`config.mk`:
```
export PLATFORM = sky130hd
export DESIGN_NAME = rob_commit
export DESIGN_NICKNAME = d
export VERILOG_FILES = /design/src/rtl/rob_commit.sv
export SDC_FILE = /design/constraint.sdc
export NUM_CORES = 1
export LEC_CHECK = 0
export CORE_MARGIN = 5
export CORE_UTILIZATION = 53
export CTS_BUF_LIST = sky130_fd_sc_hd__clkbuf_2 sky130_fd_sc_hd__clkbuf_4 sky130_fd_sc_hd__clkbuf_8
export DETAILED_ROUTE_END_ITERATION = 7
export DONT_BUFFER_PORTS = 1
export MAX_ROUTING_LAYER = met4
export PLACE_DENSITY_LB_ADDON = 0.3
export SLEW_MARGIN = 20
export SYNTH_ARGS = -nofsm -noshare
export SYNTH_HDL_FRONTEND = slang
export SYNTH_SLANG_ARGS = --single-unit
```
`constraint.sdc`:
```
create_clock -name clk -period 2.9 [get_ports clk]
set_input_delay 0.58 -clock clk [delete_from_list [all_inputs] [get_ports clk]]
set_output_delay 0.58 -clock clk [all_outputs]
set_load 0.01 [all_outputs]
```
`src/rtl/rob_commit.sv`:
```
// Reorder-buffer commit stage: allocates entries in program order, collects
// out-of-order completions and retires at most one done head entry per cycle
// onto a registered architectural register-file write port.
module rob_commit #(
   parameter int unsigned DEPTH = 8,
   parameter int unsigned XLEN  = 32
) (
   input  logic                       clk,
   input  logic                       rst,
   // Dispatch / allocation
   input  logic                       i_alloc_valid,
   input  logic [4:0]                 i_alloc_rd,
   output logic                       o_alloc_ready,
   output logic [$clog2(DEPTH)-1:0]   o_alloc_tag,
   // Execution completion
   input  logic                       i_cmpl_valid,
   input  logic [$clog2(DEPTH)-1:0]   i_cmpl_tag,
   input  logic [XLEN-1:0]            i_cmpl_data,
   // Pipeline flush
   input  logic                       i_flush,
   // Register-file write port
   output logic                       o_wr,
   output logic [4:0]                 o_rd,
   output logic [XLEN-1:0]            o_write_data,
   // Occupancy
   output logic [$clog2(DEPTH):0]     o_count,
   output logic                       o_empty,
   output logic                       o_full
);

   localparam int unsigned AW = $clog2(DEPTH);
   localparam logic [AW:0]   CountFull = (AW + 1)'(DEPTH);
   localparam logic [AW-1:0] IdxMax    = AW'(DEPTH - 1);

   // Per-entry state
   logic [DEPTH-1:0] valid_q, valid_d;
   logic [DEPTH-1:0] done_q, done_d;
   logic [4:0]       rd_q   [DEPTH];
   logic [4:0]       rd_d   [DEPTH];
   logic [XLEN-1:0]  data_q [DEPTH];
   logic [XLEN-1:0]  data_d [DEPTH];

   // Circular pointers; the wrap bits disambiguate full from empty
   logic [AW-1:0] head_q, head_d;
   logic [AW-1:0] tail_q, tail_d;
   logic          head_wrap_q, head_wrap_d;
   logic          tail_wrap_q, tail_wrap_d;

   // Registered write port
   logic            wr_q, wr_d;
   logic [4:0]      wr_rd_q, wr_rd_d;
   logic [XLEN-1:0] wr_data_q, wr_data_d;

   logic [AW:0] count;
   logic        full;
   logic        alloc_fire;
   logic        cmpl_fire;
   logic        commit;

   // Occupancy is the wrap-extended pointer distance, so it spans 0..DEPTH
   assign count      = {tail_wrap_q, tail_q} - {head_wrap_q, head_q};
   assign full       = (count == CountFull);
   // Ready comes only from registered state: a same-cycle commit does not free a slot
   assign alloc_fire = i_alloc_valid && !full;
   assign cmpl_fire  = i_cmpl_valid && valid_q[i_cmpl_tag] && !done_q[i_cmpl_tag];
   assign commit     = valid_q[head_q] && done_q[head_q];

   // Next-state for entries, pointers and the write port; flush wins over everything
   always_comb begin
      valid_d     = valid_q;
      done_d      = done_q;
      rd_d        = rd_q;
      data_d      = data_q;
      head_d      = head_q;
      tail_d      = tail_q;
      head_wrap_d = head_wrap_q;
      tail_wrap_d = tail_wrap_q;
      wr_d        = 1'b0;
      wr_rd_d     = wr_rd_q;
      wr_data_d   = wr_data_q;

      if (i_flush) begin
         valid_d     = '0;
         done_d      = '0;
         head_d      = '0;
         tail_d      = '0;
         head_wrap_d = 1'b0;
         tail_wrap_d = 1'b0;
      end else begin
         // A completion can never hit the committing head (it is already done)
         // nor the allocating tail (it is invalid), so the updates are disjoint.
         if (cmpl_fire) begin
            done_d[i_cmpl_tag] = 1'b1;
            data_d[i_cmpl_tag] = i_cmpl_data;
         end

         if (commit) begin
            valid_d[head_q] = 1'b0;
            done_d[head_q]  = 1'b0;
            // x0 is architecturally hardwired: retire without writing
            wr_d            = (rd_q[head_q] != 5'd0);
            wr_rd_d         = rd_q[head_q];
            wr_data_d       = data_q[head_q];
            head_d          = head_q + 1'b1;
            if (head_q == IdxMax) begin
               head_wrap_d = ~head_wrap_q;
            end
         end

         if (alloc_fire) begin
            valid_d[tail_q] = 1'b1;
            done_d[tail_q]  = 1'b0;
            rd_d[tail_q]    = i_alloc_rd;
            tail_d          = tail_q + 1'b1;
            if (tail_q == IdxMax) begin
               tail_wrap_d = ~tail_wrap_q;
            end
         end
      end
   end

   // State registers with synchronous reset
   always_ff @(posedge clk) begin
      if (rst) begin
         valid_q     <= '0;
         done_q      <= '0;
         for (int i = 0; i < DEPTH; i++) begin
            rd_q[i]   <= '0;
            data_q[i] <= '0;
         end
         head_q      <= '0;
         tail_q      <= '0;
         head_wrap_q <= 1'b0;
         tail_wrap_q <= 1'b0;
         wr_q        <= 1'b0;
         wr_rd_q     <= '0;
         wr_data_q   <= '0;
      end else begin
         valid_q     <= valid_d;
         done_q      <= done_d;
         rd_q        <= rd_d;
         data_q      <= data_d;
         head_q      <= head_d;
         tail_q      <= tail_d;
         head_wrap_q <= head_wrap_d;
         tail_wrap_q <= tail_wrap_d;
         wr_q        <= wr_d;
         wr_rd_q     <= wr_rd_d;
         wr_data_q   <= wr_data_d;
      end
   end

   assign o_alloc_ready = !full;
   assign o_alloc_tag   = tail_q;
   assign o_count       = count;
   assign o_empty       = (count == '0);
   assign o_full        = full;
   assign o_wr          = wr_q;
   assign o_rd          = wr_rd_q;
   assign o_write_data  = wr_data_q;

endmodule

```
==> results.toml <==
[floorplanning]
die_h_um = 184.3
rows = 63
die_x_um = 184.3
die_area_mm2 = 0.03396
ios = 93
placeableCoreArea_mm2 = 0.02980
initial_core_util_pct = 54.04

[global_route]
first_global_vias = 11269
antenna_found_initial = 0
grt_max_degree = 374
grt_pass1_wl_mm = 61.40
grt_use_total_pct = 22.89
overflow = 0

[cts]
clk_pin_slew_worst_paths_ns = 0.06
cts_buffers = 58
clk_latency_ns = 0.61
cts_root_buf = "clkbuf_8"
cts_tree = "done"
cts_buffer_depth = 3
cts_hold_buffers = 0
htree_levels = 2
cts_sinks = 358

[synthesis]
ys_seq_area_share_pct = 44.51
ys_top_cells_by_area = "dfxtp_1 (45%), mux2i_1 (15%), mux4_2 (11%)"
syn-instance-count = 1556
dominantRegCellSynth = "dfxtp_1"
synth_cell_type_count = 63
synth_top_area_share_pct = 44.51
synth_nets = 1609
synth_edf_count = 0
syn_area_mm2 = 0.01610
synth_top_area_cell = "dfxtp_1"
synth_warnings = 0
avgSynthCellArea_um2 = 10.35
ys_seq_elements = 358
async_flop_share_pct = 0

[route]
first_pass_iters = 5
vias = 11321
drt_iter0_markers = 867
routedWlPerCell_um = 19.28
drcViolationCount = 0
antenna_left = 0
finalWirelength_mm = 37.76
routed_via_density = 5.782

[setup_path]
required_ns = 2.32
end_kind = "primary output"
arrival_ns = 2.34
crit_path_start_kind = "flip-flop"
worstPathMaxFanout = 3
crit_type = "reg2out"

[sta]
skew_ns = 0.03813
rsz0062_at_grt = "yes"
setup_viol = 1
hold_violations = 0
worstMarginPinSlew_ns = 0.9111
period_share_pct = 100.8
setup_ws_ns = -0.02453
timing_max_transition_violations_final = 0
relSlewSlack_pct = 39.26
setup_tns_ns = -0.02453
min_period_ns = 2.925
max_freq_ghz = 0.3419

[outcome]
outcome = "finished, violations left"
violations = "setup timing"

[place]
place.gp.congestion = 0.8429
port_buffers = 0
dp.final_hpwl_mm = 21.69
pre_cts_ws_ns = 0.2512
dp.cells = 1852

[power_and_ir_drop]
peakVddDrop_mv = 0.3033
power.density_mw_per_mm2 = 547.2
totalPowerFinal_w = 0.009695
leakagePower_nw = 6.699

[cells_and_area]
n_antenna_cell = 0
layout-drive-gt1-share_pct = 15.82
instances_no_fill = 1958
fin_util_pct = 59.46
area_delta_synth_final_pct = 10.03
fin_nets = 1576

[flow_run]
drv_cap = 0

[min_path]
holdCritPathClass = "in2reg"
[layer usage]
metal | routed length [um] | track usage, %
met1 | 16810 | 30.41
met5 | 0 | -
met4 | 616 | 5.176
met2 | 17600 | 35.59
met3 | 2732 | 5.842
[power breakdown]
group,internal [W],switching (W)
Sequential,0.00493,0.00000632
Clock,0.00259,0.00198
Combinational,0.0000971,0.0000939
[cell usage after synthesis (4+ instances only)]
| master | number |
|---|---|
| dfxtp_1 | 358 |
| o21ai_0 | 9 |
| nor3_1 | 4 |
| a21oi_1 | 45 |
| buf_4 | 7 |
| nand2b_1 | 189 |
| buf_1 | 4 |
| and4_1 | 4 |
| nor2b_1 | 23 |
| a31o_2 | 5 |
| a311oi_1 | 36 |
| mux4_2 | 76 |
| a211oi_1 | 7 |
| buf_2 | 39 |
| o22a_1 | 21 |
| nand2_1 | 157 |
| nor2_1 | 157 |
| clkbuf_1 | 69 |
| inv_1 | 11 |
| ha_1 | 7 |
| mux2i_1 | 248 |
| nand3_1 | 18 |
[sequential cells by signal, summed over array words and instances, names as in the netlist]
name / count
data_q: 256
done_q: 8
head_q: 3
head_wrap_q: 1
o_alloc_tag: 3
o_rd: 5
o_wr: 1
o_write_data: 32
rd_q: 40
tail_wrap_q: 1
valid_q: 8
[per-stage QoR]
| step | instance area [um^2] | hold slack [ns] |
|---|---|---|
| after floorplan | 16100 | 0.4332 |
| after global placement | 16420 | 0.4394 |
| after detailed placement | 16420 | 0.4434 |
| after CTS | 17710 | 0.05620 |
| after global routing | 17720 | 0.04159 |
| final | 17720 | 0.1044 |
[kinds of logic (layout without fill, tap and decap cells)]
group                    count (synthesis)  in the layout  share of synthesized area, %
flip-flops                             358            358                         44.51
adder cells (fa/ha/maj)                  8              8                        0.6683
buffers and inverters                  135            147                         3.753
XOR/XNOR                                 3              3                        0.1632
AND/OR/NAND/NOR                        578            578                         17.67
multiplexers                           326            326                         26.20
AO/OA/AOI/OAI                          148            148                         7.025
[timing repair]
| item | 4_1_cts | 5_1_grt |
|---|---|---|
| buffers inserted | 1 | 0 |
| gates resized for setup | 11 | 1 |
| endpoints found under the setup margin | 3 | 3 |
[final cells by class]
| type | instances | area, um^2 |
|---|---|---|
| fill | 2506 | 12080 |
| multi-input combinational | 1063 | 8421 |
| sequential | 358 | 7177 |
| clock buffer | 92 | 1141 |
| tap | 390 | 488.0 |
| timing repair buffer | 29 | 334.1 |
| clock inverter | 13 | 106.4 |
| inverter | 13 | 48.80 |
[critical path: stages (launching register included)]
cell and delay [ns]:
dfxtp_2 0.33, inv_2 0.05, ha_4 0.15, inv_2 0.05
fa_2 0.43, or3_4 0.42, nor3_4 0.17, buf_6 0.13
[cells in the final DEF (no fill, tap or decap), types with 21 or more instances in the layout]
| cell | count |
|---|---|
| nand2_1 | 157 |
| a21oi_1 | 44 |
| mux2i_1 | 248 |
| mux4_2 | 76 |
| dfxtp_1 | 354 |
| nand2b_1 | 189 |
| a311oi_1 | 36 |
| clkbuf_8 | 72 |
| o22a_1 | 21 |
| nor2_1 | 157 |
| nor2b_1 | 23 |
[final timing paths]
path | start | endpoint | slack, ns | cells after the start
max reg2reg | head_q[0] | o_write_data[9] | 0.19 | 7
min reg2reg | data_q[71] | data_q[71] | 0.45 | 2
min | i_cmpl_data[23] | data_q[87] | 0.10 | 2
max | o_alloc_tag[0] | o_full | -0.02 | 7
No activity file was read; power rests on OpenSTA's default activity.
